<file path="src/rtl/gf_log.sv">
// Sequential discrete log for GF(2^6): finds k with alpha^k == a
// by stepping alpha^k with one multiply-by-x per clock.
module gf_log #(
    parameter logic [5:0] POLY = 6'b000011
) (
    input  logic       clk,
    input  logic       resetN,
    input  logic       start,
    input  logic [5:0] a,
    output logic [5:0] log_out,
    output logic       finish_flag,
    output logic       log_err
);

    typedef enum logic [1:0] {
        IDLE,
        SEARCH,
        ZERO_CHK,
        DONE
    } state_t;

    state_t     state, state_nx;
    logic [5:0] cur, cur_nx;
    logic [5:0] k, k_nx;
    logic [5:0] a_reg, a_reg_nx;
    logic [5:0] log_nx;
    logic       fin_nx;
    logic       err_nx;

    // Multiply by x, reducing by the primitive polynomial
    function automatic logic [5:0] xtime(input logic [5:0] c);
        logic [5:0] sh;
        sh = {c[4:0], 1'b0};
        return c[5] ? (sh ^ POLY) : sh;
    endfunction

    // State and datapath registers; reset aborts any search
    always_ff @(posedge clk or negedge resetN) begin
        if (!resetN) begin
            state       <= IDLE;
            cur         <= 6'b000001;
            k           <= 6'd0;
            a_reg       <= 6'd0;
            log_out     <= 6'd0;
            finish_flag <= 1'b1;
            log_err     <= 1'b0;
        end else begin
            state       <= state_nx;
            cur         <= cur_nx;
            k           <= k_nx;
            a_reg       <= a_reg_nx;
            log_out     <= log_nx;
            finish_flag <= fin_nx;
            log_err     <= err_nx;
        end
    end

    // Next-state and output logic; start overrides everything
    always_comb begin
        state_nx = state;
        cur_nx   = cur;
        k_nx     = k;
        a_reg_nx = a_reg;
        log_nx   = log_out;
        fin_nx   = finish_flag;
        err_nx   = log_err;
        if (start) begin
            a_reg_nx = a;
            cur_nx   = 6'b000001;
            k_nx     = 6'd0;
            fin_nx   = 1'b0;
            err_nx   = 1'b0;
            state_nx = (a == 6'd0) ? ZERO_CHK : SEARCH;
        end else begin
            unique case (state)
                IDLE, DONE: begin
                end
                ZERO_CHK: begin
                    log_nx   = 6'd0;
                    err_nx   = 1'b1;
                    fin_nx   = 1'b1;
                    state_nx = DONE;
                end
                SEARCH: begin
                    if (cur == a_reg) begin
                        log_nx   = k;
                        fin_nx   = 1'b1;
                        state_nx = DONE;
                    end else if (k == 6'd62) begin
                        log_nx   = 6'd0;
                        err_nx   = 1'b1;
                        fin_nx   = 1'b1;
                        state_nx = DONE;
                    end else begin
                        cur_nx = xtime(cur);
                        k_nx   = k + 6'd1;
                    end
                end
            endcase
        end
    end

endmodule
</file>
<file path="config.mk">
export PLATFORM = sky130hd
export DESIGN_NAME = gf_log
export DESIGN_NICKNAME = d
export VERILOG_FILES = /design/src/rtl/gf_log.sv
export SDC_FILE = /design/constraint.sdc
export NUM_CORES = 1
export LEC_CHECK = 0
export ABC_CLOCK_PERIOD_IN_PS = 2400
export CAP_MARGIN = 40
export CELL_PAD_IN_SITES_DETAIL_PLACEMENT = 1
export CELL_PAD_IN_SITES_GLOBAL_PLACEMENT = 2
export CORE_ASPECT_RATIO = 2
export CORE_UTILIZATION = 35
export DETAILED_ROUTE_END_ITERATION = 10
export GPL_TIMING_DRIVEN = 0
export PLACE_DENSITY = 0.76
export SETUP_SLACK_MARGIN = 0.3
export SYNTH_ARGS = -nofsm -noshare
export SYNTH_HDL_FRONTEND = slang
export SYNTH_SLANG_ARGS = --single-unit
</file>
<file path="constraint.sdc">
create_clock -name clk -period 2.4 [get_ports clk]
set_input_delay 0.24 -clock clk [delete_from_list [all_inputs] [get_ports clk]]
set_output_delay 0.24 -clock clk [all_outputs]
set_load 0.02 [all_outputs]
</file>
# Word-level counts from Yosys, hierarchy flattened
# Cells that the tools add are included.
[totals] reg_bits=28 input_bits=9
[classes] n_addsub=1 eq_ne=10 n_mux=24 bitwise=2 n_reduce_logical=8
[op_table] cell="6-bit 2-to-1 mux" n=10
[op_table] cell="6-bit case mux with 2 select lines" n=1
[op_table] cell="2-bit 2-to-1 mux" n=5
[op_table] cell="3-bit inequality test, second input constant" n=3
[op_table] cell="3-bit AND reduction" n=3
[op_table] cell="6-bit by 1-bit adder with 6-bit output, second input constant" n=1
[op_table] cell="6-bit equality test" n=1
[op_table] cell="6-bit equality test, second input constant" n=1
[op_table] cell="6-bit zero test" n=1
[op_table] cell="1-bit 2-to-1 mux" n=5
[op_table] cell="2-bit inequality test, second input constant" n=2
[op_table] cell="4-bit inequality test, second input constant" n=1
[op_table] cell="1-bit case mux with 2 select lines" n=2
[op_table] cell="2-bit case mux with 2 select lines" n=1
[op_table] cell="2-bit nonzero test" n=2
[op_table] cell="3-bit nonzero test" n=1
[op_table] cell="2-bit by 1-bit equality test with 1-bit output, second input constant" n=1
[op_table] cell="2-bit equality test, second input constant" n=1
[op_table] cell="2-bit NOT" n=1
[op_table] cell="2-bit AND reduction" n=1
[op_table] cell="1-bit NOT" n=1

# Depth between registers and ports, before layout
# Gate-level depths: netlist (run 1).
[logic_depth] word_depth=6 depth_mapped=8

# Least setup slack after synthesis (run 1)
# No wires, ideal clock.
[synth_timing] kind="reg-to-reg" start="reg a_reg[4]" end="reg log_out[0]" arrival_ns=1.703 path_slack_ns=0.576 path_stages_with_launch=7 period_less_slack_ns=1.824 path_cell_list="dfrtp_1 -> xor2_1 -> nor4_4 -> a211oi_4 -> or3_1 -> buf_2 -> a22o_1"
[synth_via] elab_chain_len=3 elab_cells_between_ends=5 classes_between="2 x eq/ne; 2 x mux; 1 x reduce/logical"
[synth_lines] element="start: declaration" line="25" text="logic [5:0] a_reg, a_reg_nx;"
[synth_lines] element="start signal: assignment" line="51" text="a_reg <= a_reg_nx;"
[synth_lines] element="6-bit equality test (*)" line="85" text="if (cur == a_reg) begin"
[synth_lines] element="3-bit inequality test (no line) / 6-bit 2-to-1 mux (equally long branches)"
[synth_lines] element="3-bit AND reduction (no line) / 6-bit case mux with 2 select lines (equally long branches)"
[synth_lines] element="end signal: assignment" line="52" text="log_out <= log_nx;"
[synth_lines] element="end: declaration" line="10" text="output logic [5:0] log_out,"
# Mark *: on every way between the ends. The rest lies on a longest branch, timed or not.
# A chain may end at the register's enable or synchronous reset.

# Worst setup path after layout (run 1)
[layout_timing] start="reg cur[5]" end="reg log_out[1]"
[layout_via] elab_chain_len=3 elab_cells_between_ends=5 classes_between="2 x eq/ne; 2 x mux; 1 x reduce/logical"
[layout_lines] element="start: declaration" line="23" text="logic [5:0] cur, cur_nx;"
[layout_lines] element="start signal: assignment" line="49" text="cur <= cur_nx;"
[layout_lines] element="6-bit equality test (*)" line="85"
[layout_lines] element="3-bit inequality test (no line) / 6-bit 2-to-1 mux (equally long branches)"
[layout_lines] element="3-bit AND reduction (no line) / 6-bit case mux with 2 select lines (equally long branches)"
# Marks and branches as above.

==> summary.txt, run 1 <==
STA
  • Fmax: 488 MHz
  • Setup violations, final: 0
  • RSZ-0062 raised after global routing: yes
  • Clock skew: ~0.0046 ns
  • Slew HR: roughly 64%
  • Setup_tns: 0 ns
  • Slew Viols, Final: 0
  • Final count of hold timing violations: 0
  • Crit share post-route: 85.3%
  • Tmin final: 2.05 ns
  • Worst-margin pin slew: around 0.53 ns

Flow run
  • Max cap viols: 0

CTS
  • Clock Sinks: 28
  • Clk root buf: clkbuf_8
  • Clock-pin slew on the worst setup and hold paths: 0.10 ns
  • CTS tree: built
  • Post-cts hold buffer count: 0
  • Later-pin clock latency in the skew report: 0.28 ns
  • CTS buffer count: 3
  • H-Tree Depth: 1
  • Clock Tree Buf Depth: 2

Critical path
  • R2r endpoint: log_out[1]$_DFFE_PN0P_
  • R2r worst-path depth: 7
  • R2R Setup Slk: ~0.35 ns
  • Critical Path Source Type: flop
  • Crit. End Element: flop
  • Crit path kind: reg -> reg
  • Required @ worst endpoint: 2.57 ns
  • Worst endpoint data arrival time: 2.22 ns
  • Critical path peak fanout: 7
  • R2R Path Start: cur[5]$_DFFE_PN0P_

Floorplanning
  • Die outline height: between 80 and 90 µm
  • Die area: 4000 µm²
  • FP Rows: 31
  • I/O Pins: 17
  • Starting Density: 36.2%
  • Core area: 3610 µm²
  • Die Span X: ~45 µm

Worst hold path
  • Hold Crit Class: in -> async

Global routing
  • Tot GR Track Use: 17.3%
  • Vias in the first global route: 1019
  • Largest net degree at the start of global routing: 20
  • Grt total ovfl: 0
  • Initial antenna violation count: 0
  • First-pass GRT wire length: 4860 µm

Placement
  • Final HPWL DP: 2260 µm
  • I/O Buffers: 16
  • Dpl cells: 178
  • GP Congestion: 0.738

Yosys
  • Commonest cells post-synth: 26 x dfrtp_1, 17 x nor2_1, 8 x mux2_2
  • Top FF cell, synth: dfrtp_1
  • Register area share after synthesis: 53.8%
  • Syn nets: roughly 120
  • Area leader, netlist: dfrtp_1
  • Yosys reg bits: 28
  • FFs w/ async S/R, synth: 100%
  • Dominant cells by area after synthesis: dfrtp_1 50%, mux2_2 6.9%, nor2_1 4.9%
  • EDFF count, synth: 0
  • Share of Yosys cell area claimed by the top area cell type: 49.8%
  • Most common cell in the synthesized netlist: dfrtp_1
  • Post-synthesis cell count: 112
  • Area of the mapped netlist: 1310 µm²
  • Yosys warns: 0
  • Yosys cell types: 33
  • Syn Area/Cell: 11.7 µm²

Power and ir drop
  • Cell Pwr Density: 601 nW/µm²
  • Leak Pwr: slightly above 0.7 nW
  • VDD IR-drop max: 0.402 mV

Routing
  • Wire per inst: 15.9 µm
  • Post-route ant nets: 0
  • DR vias: 932
  • WL final: 2980 µm
  • DRC: 0
  • DR iter-0 viols: 9
  • Pre-antenna DRT Iters: 3
  • Vias per cell: 4.98

Final layout
  • Fin cells: around 190
  • Layout Nets: 150
  • Synth-to-Final Area Change: 29.6%
  • Antenna diodes: 0
  • Layout cells sized above 1: 22.5%

Outcome
  • Status: finished clean
==> metrics by stage <==
stage	worst slack [ns]	util, %	total power [mW]	cell area, µm²	hold WS, ns
6_report	0.353	47.0	1.02	1690	0.293
3_5_place_dp	0.262	42.8	0.705	1540	0.468
5_1_grt	0.275	47.0	1.08	1690	0.324
2_1_floorplan	0.576	-	0.638	1310	-0.0556
3_3_place_gp	0.297	42.4	0.694	1530	0.457
4_1_cts	0.367	44.3	1.01	1600	0.301
==> where the power goes <==
group          total [mW]  switching, mW  internal, mW
clock network       0.297          0.150         0.147
logic               0.187         0.0900        0.0967
registers           0.535         0.0312         0.504
total                1.02          0.271         0.747
==> cell usage in the layout, fill, tap and decap left out, types with 3 or more instances in the layout <==
cell type | Yosys | layout
a22o_1 | 6 | 6
buf_4 | 0 | 3
mux2_2 | 8 | 8
dfrtp_1 | 26 | 25
clkdlybuf4s50_1 | 0 | 16
mux2i_1 | 4 | 4
xnor2_1 | 3 | 3
nand2_1 | 3 | 3
clkbuf_8 | 0 | 4
xor2_1 | 6 | 4
a21oi_1 | 3 | 3
inv_1 | 3 | 3
nor2_1 | 17 | 17
==> metal layers <==
metal	up-vias	global-route usage [%]	routed length [µm]	part of all wire [%]
met1	471	16.6	1040	35
met5	-	0	0	0
met2	14	34.4	1850	62
met3	4	1.84	39	1.3
met4	0	7.44	48	1.6
li1	443	-	-	-
==> kinds of logic after synthesis <==
family	count (synthesis)	share of synthesized area, %
flip-flops	28	53.8
multiplexers	12	9.95
adder cells (fa/ha/maj)	2	1.91
buffers and inverters	8	2.97
AO/OA/AOI/OAI	19	12.0
AND/OR/NAND/NOR	34	13.4
XOR/XNOR	9	6.03
==> worst max path at each step <==
| stage | startpoint | endpoint | slack, ns | depth (start not counted) |
|---|---|---|---|---|
| after global placement | start | a_reg[4]$_DFFE_PN0P_ | 0.30 | 4 |
| final | cur[5]$_DFFE_PN0P_ | log_out[1]$_DFFE_PN0P_ | 0.35 | 7 |
| after floorplan | a_reg[4]$_DFFE_PN0P_ | log_out[0]$_DFFE_PN0P_ | 0.58 | 6 |
| after detailed placement | start | a_reg[3]$_DFFE_PN0P_ | 0.26 | 4 |
| after CTS | cur[3]$_DFFE_PN0P_ | log_out[1]$_DFFE_PN0P_ | 0.37 | 5 |
| after global routing | cur[5]$_DFFE_PN0P_ | log_out[1]$_DFFE_PN0P_ | 0.28 | 7 |
==> critical path: stages (launching register included) <==
cell	delay, ns
dfrtp_1	0.45
xor2_2	0.21
nor4_4	0.35
a211oi_4	0.11
buf_12	0.14
or3_4	0.36
buf_6	0.14
a22o_1	0.17
==> timing repair <==
action	4_1_cts	5_1_grt
gates resized for setup	0	8
endpoints found under the setup margin	0	11
buffers inserted	0	5
hold endpoints to repair	0	0
==> layout make-up <==
| class | instances | area, µm² |
|---|---|---|
| Inverter | 3 | 11.3 |
| Clock buffer | 4 | 55.1 |
| Fill cell | 406 | 1910 |
| Timing Repair Buffer | 22 | 238 |
| Tap cell | 49 | 61.3 |
| Multi-Input combinational cell | 76 | 591 |
| Sequential cell | 28 | 704 |
| Buffer | 5 | 33.8 |
Power figures use the tool's default switching activity.
==> run 2, diff against run 1 <==
Settings changed: CORE_ASPECT_RATIO 2 to unset.
==> run 2 against run 1 <==
Compared with the run above:
- maximum frequency rose by 5.5%
- register-to-register slack improved by 0.11 ns
- die area fell by 0.37%
- clock power rose by 28%
- clock-buffer cell count fell by 1
- cell area fell by 3.0%
- highest routed layer unchanged
- critical endpoint is now log_out[0]$_DFFE_PN0P_
- worst setup slack improved by 0.11 ns
==> summary.txt, run 2 (same netlist as run 1, synthesis figures left out) <==
Outcome
  • Status: finished clean

Global routing
  • Grt total ovfl: 0
  • Largest net degree at the start of global routing: 17
  • First-pass GRT wire length: ~4700 µm
  • Initial antenna violation count: 0
  • Tot GR Track Use: 15.8%
  • Vias in the first global route: 1000

Floorplanning
  • FP Rows: 21
  • Starting Density: 37.7%
  • Die area: 3980 µm²
  • I/O Pins: 17
  • Core area: 3470 µm²
  • Die Span X: roughly 63 µm
  • Die outline height: 63.1 µm

CTS
  • Clock Tree Buf Depth: 2
  • H-Tree Depth: 1
  • Clk root buf: clkbuf_8
  • CTS tree: built
  • Clock-pin slew on the worst setup and hold paths: 0.10 ns
  • Clock Sinks: 28
  • CTS buffer count: 3
  • Post-cts hold buffer count: 0
  • Later-pin clock latency in the skew report: 0.28 ns

Placement
  • GP Congestion: 0.732
  • Final HPWL DP: roughly 2100 µm
  • I/O Buffers: 16

STA
  • Clock skew: 0.00237 ns
  • Setup_tns: 0 ns
  • Slew Viols, Final: 0
  • RSZ-0062 raised after global routing: no
  • Worst-margin pin slew: 0.669 ns
  • Setup violations, final: 0
  • Crit share post-route: 80.9%
  • Tmin final: 1.94 ns
  • Slew HR: 55.2%
  • WHS: 0.354 ns
  • Final count of hold timing violations: 0
  • Fmax: 515 MHz

Power and ir drop
  • VDD IR-drop max: 0.296 mV
  • Cell Pwr Density: around 660 nW/µm²
  • Leak Pwr: 0.704 nW

Flow run
  • Max cap viols: 0

Final layout
  • Antenna diodes: 0
  • Layout cells sized above 1: between 15 and 20%
  • Commonest non-fill, non-tap cells in the layout: 26 x dfrtp_1, 17 x nor2_1, 16 x clkdlybuf4s50_1
  • Synth-to-Final Area Change: 25.7%
  • Layout Nets: 147
  • Commonest non-fill, non-tap cell in the layout: dfrtp_1

Routing
  • DR vias: approximately 930
  • DR iter-0 viols: 31
  • Pre-antenna DRT Iters: 4
  • Vias per cell: 5.15
  • WL final: 2770 µm
  • Wire per inst: 15.3 µm
  • DRC: 0
  • Post-route ant nets: 0

Critical path
  • Crit. End Element: flop
  • Critical path peak fanout: 7
  • Worst endpoint data arrival time: 2.12 ns
  • Critical Path Source Type: flop
  • Crit path kind: reg -> reg
  • Required @ worst endpoint: 2.58 ns

Worst hold path
  • Hold Crit Class: in -> async
run 2: worst paths after layout:
path | startpoint | endpoint | slack [ns] | cells past startpoint
max | cur[3]$_DFFE_PN0P_ | log_out[0]$_DFFE_PN0P_ | 0.46 | 6
min | resetN | log_out[5]$_DFFE_PN0P_ | 0.35 | 1
max reg2reg | cur[3]$_DFFE_PN0P_ | log_out[0]$_DFFE_PN0P_ | 0.46 | 6
min reg2reg | finish_flag$_DFFE_PN1P_ | finish_flag$_DFFE_PN1P_ | 0.48 | 2
max in group asynchronous | resetN | cur[0]$_DFFE_PN1P_ | 1.46 | 2
min in group clk | finish_flag$_DFFE_PN1P_ | finish_flag$_DFFE_PN1P_ | 0.48 | 2
run 2: layout make-up:
type                       count  area [µm²]
buffer                         5        27.5
clock buffer                   3        41.3
clock inverter                 1        30.0
fill                         391        1820
inverter                       3        11.3
multi-input combinational     76         571
sequential                    28         703
tap                           46        57.6
timing repair buffer          19         203
run 2: metal layers:
layer	GRT usage (%)	vias to the layer above	share of wire (%)
li1	-	438	-
met5	0	-	0
met4	9.88	0	3.1
met2	26.9	17	53
met3	2.17	7	2.2
met1	18.7	471	42
run 2: repair_timing:
item	CTS	global route
resized for setup	0	1
endpoints found under the setup margin	0	7
buffers inserted	0	2
run 2: worst max-delay path, cell delays in order, from the launching register on:
cell and delay (ns):
dfrtp_1 0.44, xor2_1 0.19, nor4_4 0.33, a211oi_4 0.16, or3_1 0.36, buf_2 0.17
a22o_1 0.19
run 2: metrics by stage:
stage          utilization (%)  std cells  worst slack, ns  power [mW]  cell area, µm²
2_1_floorplan                -        112            0.576       0.638            1310
3_3_place_gp              44.0        174            0.291       0.693            1530
3_5_place_dp              44.8        175            0.278       0.706            1550
4_1_cts                   46.8        179            0.368        1.09            1620
5_1_grt                   47.4        181            0.366        1.13            1640
6_report                  47.4        181            0.459        1.08            1640
run 2: power breakdown:
| part | switching (mW) | internal, mW | total, mW |
|---|---|---|---|
| sequential | 0.0296 | 0.503 | 0.533 |
| combinational | 0.0840 | 0.0810 | 0.165 |
| clock | 0.157 | 0.224 | 0.381 |
| total | 0.271 | 0.808 | 1.08 |
==> run 3, diff against run 2 <==
Settings changed: ABC_CLOCK_PERIOD_IN_PS 2400 to 1670, CORE_UTILIZATION 35 to 32, PLACE_DENSITY 0.76 to 0.73.
Clock period 2.4 ns to 1.67 ns, I/O delays scaled along.
==> run 3 against run 2 <==
Compared with the run above:
- the flow now finishes with violations (setup timing)
- sequential cell count stayed put
- maximum frequency is 3.8% lower
- critical path depth is 1 higher
- first-iteration DRC count is 65% higher
- core utilization is 1.2 points higher
- die area is 9.1% higher
- clock power is 43% higher
- total power is 54% higher
- clock-buffer cell count stayed put
- critical endpoint is now log_out[3]$_DFFE_PN0P_
==> summary.txt, run 3 (same netlist as run 1, synthesis figures left out) <==
Global routing
  • First-pass GRT wire length: 5220 µm
  • Largest net degree at the start of global routing: 19
  • Tot GR Track Use: 16.1%
  • Initial antenna violation count: 0
  • Grt total ovfl: 0
  • Vias in the first global route: 1072

Worst hold path
  • Hold Crit Class: in -> async

Final layout
  • Commonest non-fill, non-tap cell in the layout: dfrtp_1
  • Layout cells sized above 1: slightly below 40%
  • Layout Nets: 162
  • Synth-to-Final Area Change: 41.3%
  • Antenna diodes: 0
  • Commonest non-fill, non-tap cells in the layout: 24 x dfrtp_1, 15 x buf_4, 14 x nor2_1

Critical path
  • Critical path peak fanout: 7
  • Max stage delay on crit path: roughly 0.42 ns
  • Crit path kind: reg -> reg
  • Crit. End Element: flop
  • Required @ worst endpoint: 1.85 ns
  • Cell family with the largest share of critical-path delay: simple AND/OR/NAND/NOR gates
  • Worst endpoint data arrival time: 2.19 ns
  • CP bufs+invs: 2
  • Critical-path top delay cell: dfrtp_1
  • Critical Path Source Type: flop
  • Critical-path cell list: xor2_2 > nor4_4 > a211oi_4 > buf_4 > or3_4 > buf_6 > a22o_1

Power and ir drop
  • VDD IR-drop max: 0.561 mV
  • Leak Pwr: 0.857 nW
  • Cell Pwr Density: ~900 nW/µm²
  • Overall Power: 1.66 mW

Routing
  • Wire per inst: 15.5 µm
  • DR iter-0 viols: 51
  • WL final: 3070 µm
  • Pre-antenna DRT Iters: 4
  • Post-route ant nets: 0
  • Vias per cell: 4.90
  • DR vias: 970
  • DRC: 0

Floorplanning
  • Starting Density: about a third
  • Core area: 3800 µm²
  • FP Rows: 22
  • Die Span X: 65.9 µm
  • Die outline height: 65.9 µm
  • I/O Pins: 17
  • Die area: approximately 4300 µm²

CTS
  • CTS tree: built
  • Post-cts hold buffer count: 0
  • H-Tree Depth: 1
  • Later-pin clock latency in the skew report: between 0.2 and 0.3 ns
  • CTS buffer count: 3
  • Clock-pin slew on the worst setup and hold paths: 0.10 ns
  • Clk root buf: clkbuf_8
  • Clock Tree Buf Depth: 2
  • Clock Sinks: 28

STA
  • Crit share post-route: 121%
  • Slew Viols, Final: 0
  • Worst-margin pin slew: 0.556 ns
  • RSZ-0062 raised after global routing: yes
  • Clock skew: 0.00925 ns
  • Fmax: a little under 500 MHz
  • Setup violations, final: 20
  • Final count of hold timing violations: 0
  • Tmin final: 2.02 ns
  • WHS: between 0.2 and 0.25 ns
  • Slew HR: 62.8%
  • Setup WS post-layout: -0.347 ns

Placement
  • GP Congestion: 0.721
  • Final HPWL DP: roughly 2000 µm
  • I/O Buffers: 16

Outcome
  • Status: finished, violations left
  • Failing checks: setup timing

Flow run
  • Max cap viols: 0
run 3: cell count changes in the layout (fill, tap and decap cells not counted), sizes merged:
| cell | before | now |
|---|---|---|
| buf | 6 | 21 |
| dlygate4sd2 | 0 | 8 |
| clkdlybuf4s50 | 16 | 8 |
run 3: where the power goes:
part | switching (mW) | internal, mW | total [mW]
logic | 0.171 | 0.182 | 0.353
clock network | 0.223 | 0.321 | 0.544
registers | 0.0368 | 0.725 | 0.762
total | 0.430 | 1.23 | 1.66
run 3: metal layers:
metal | vias up | wire length (µm) | GRT usage [%]
met1 | 488 | 1300 | 18.9
met4 | 0 | 17 | 2.45
met2 | 16 | 1660 | 30.1
met5 | - | 0 | 0
li1 | 464 | - | -
met3 | 2 | 93 | 3.62
run 3: through the flow:
step	setup TNS (ns)	worst slack, ns	cells	util, %	area (µm²)
after floorplan	-1.09	-0.154	112	-	1320
after global placement	-6.78	-0.388	176	40.6	1540
after detailed placement	-7.36	-0.431	177	41.0	1560
after CTS	-3.41	-0.323	190	45.6	1730
after global routing	-5.93	-0.427	198	48.6	1850
final	-4.16	-0.347	198	48.6	1850
run 3: path summary, 6_finish.rpt:
| check | from | end | slack (ns) | depth (start not counted) |
|---|---|---|---|---|
| setup / recovery | cur[4]$_DFFE_PN0P_ | log_out[3]$_DFFE_PN0P_ | -0.35 | 7 |
| hold / removal | resetN | state[1]$_DFFE_PN0P_ | 0.24 | 1 |
| setup reg to reg | cur[4]$_DFFE_PN0P_ | log_out[3]$_DFFE_PN0P_ | -0.35 | 7 |
| hold reg to reg | finish_flag$_DFFE_PN1P_ | finish_flag$_DFFE_PN1P_ | 0.47 | 2 |
| max in group asynchronous | resetN | cur[0]$_DFFE_PN1P_ | 0.82 | 2 |
| min in group clk | finish_flag$_DFFE_PN1P_ | finish_flag$_DFFE_PN1P_ | 0.47 | 2 |
run 3: cell type report:
cell class / count / area, µm²
clock inverter: 1 / 30.0
tap: 48 / 60.1
fill: 415 / 1950
clock buffer: 3 / 41.3
timing repair buffer: 34 / 304
inverter: 3 / 11.3
sequential: 28 / 706
multi-input combinational: 76 / 652
buffer: 5 / 43.8
run 3: repair_timing:
item,CTS,global route
setup buffers,9,8
pin swaps,4,10
setup endpoints to repair,32,24
resized for setup,21,19
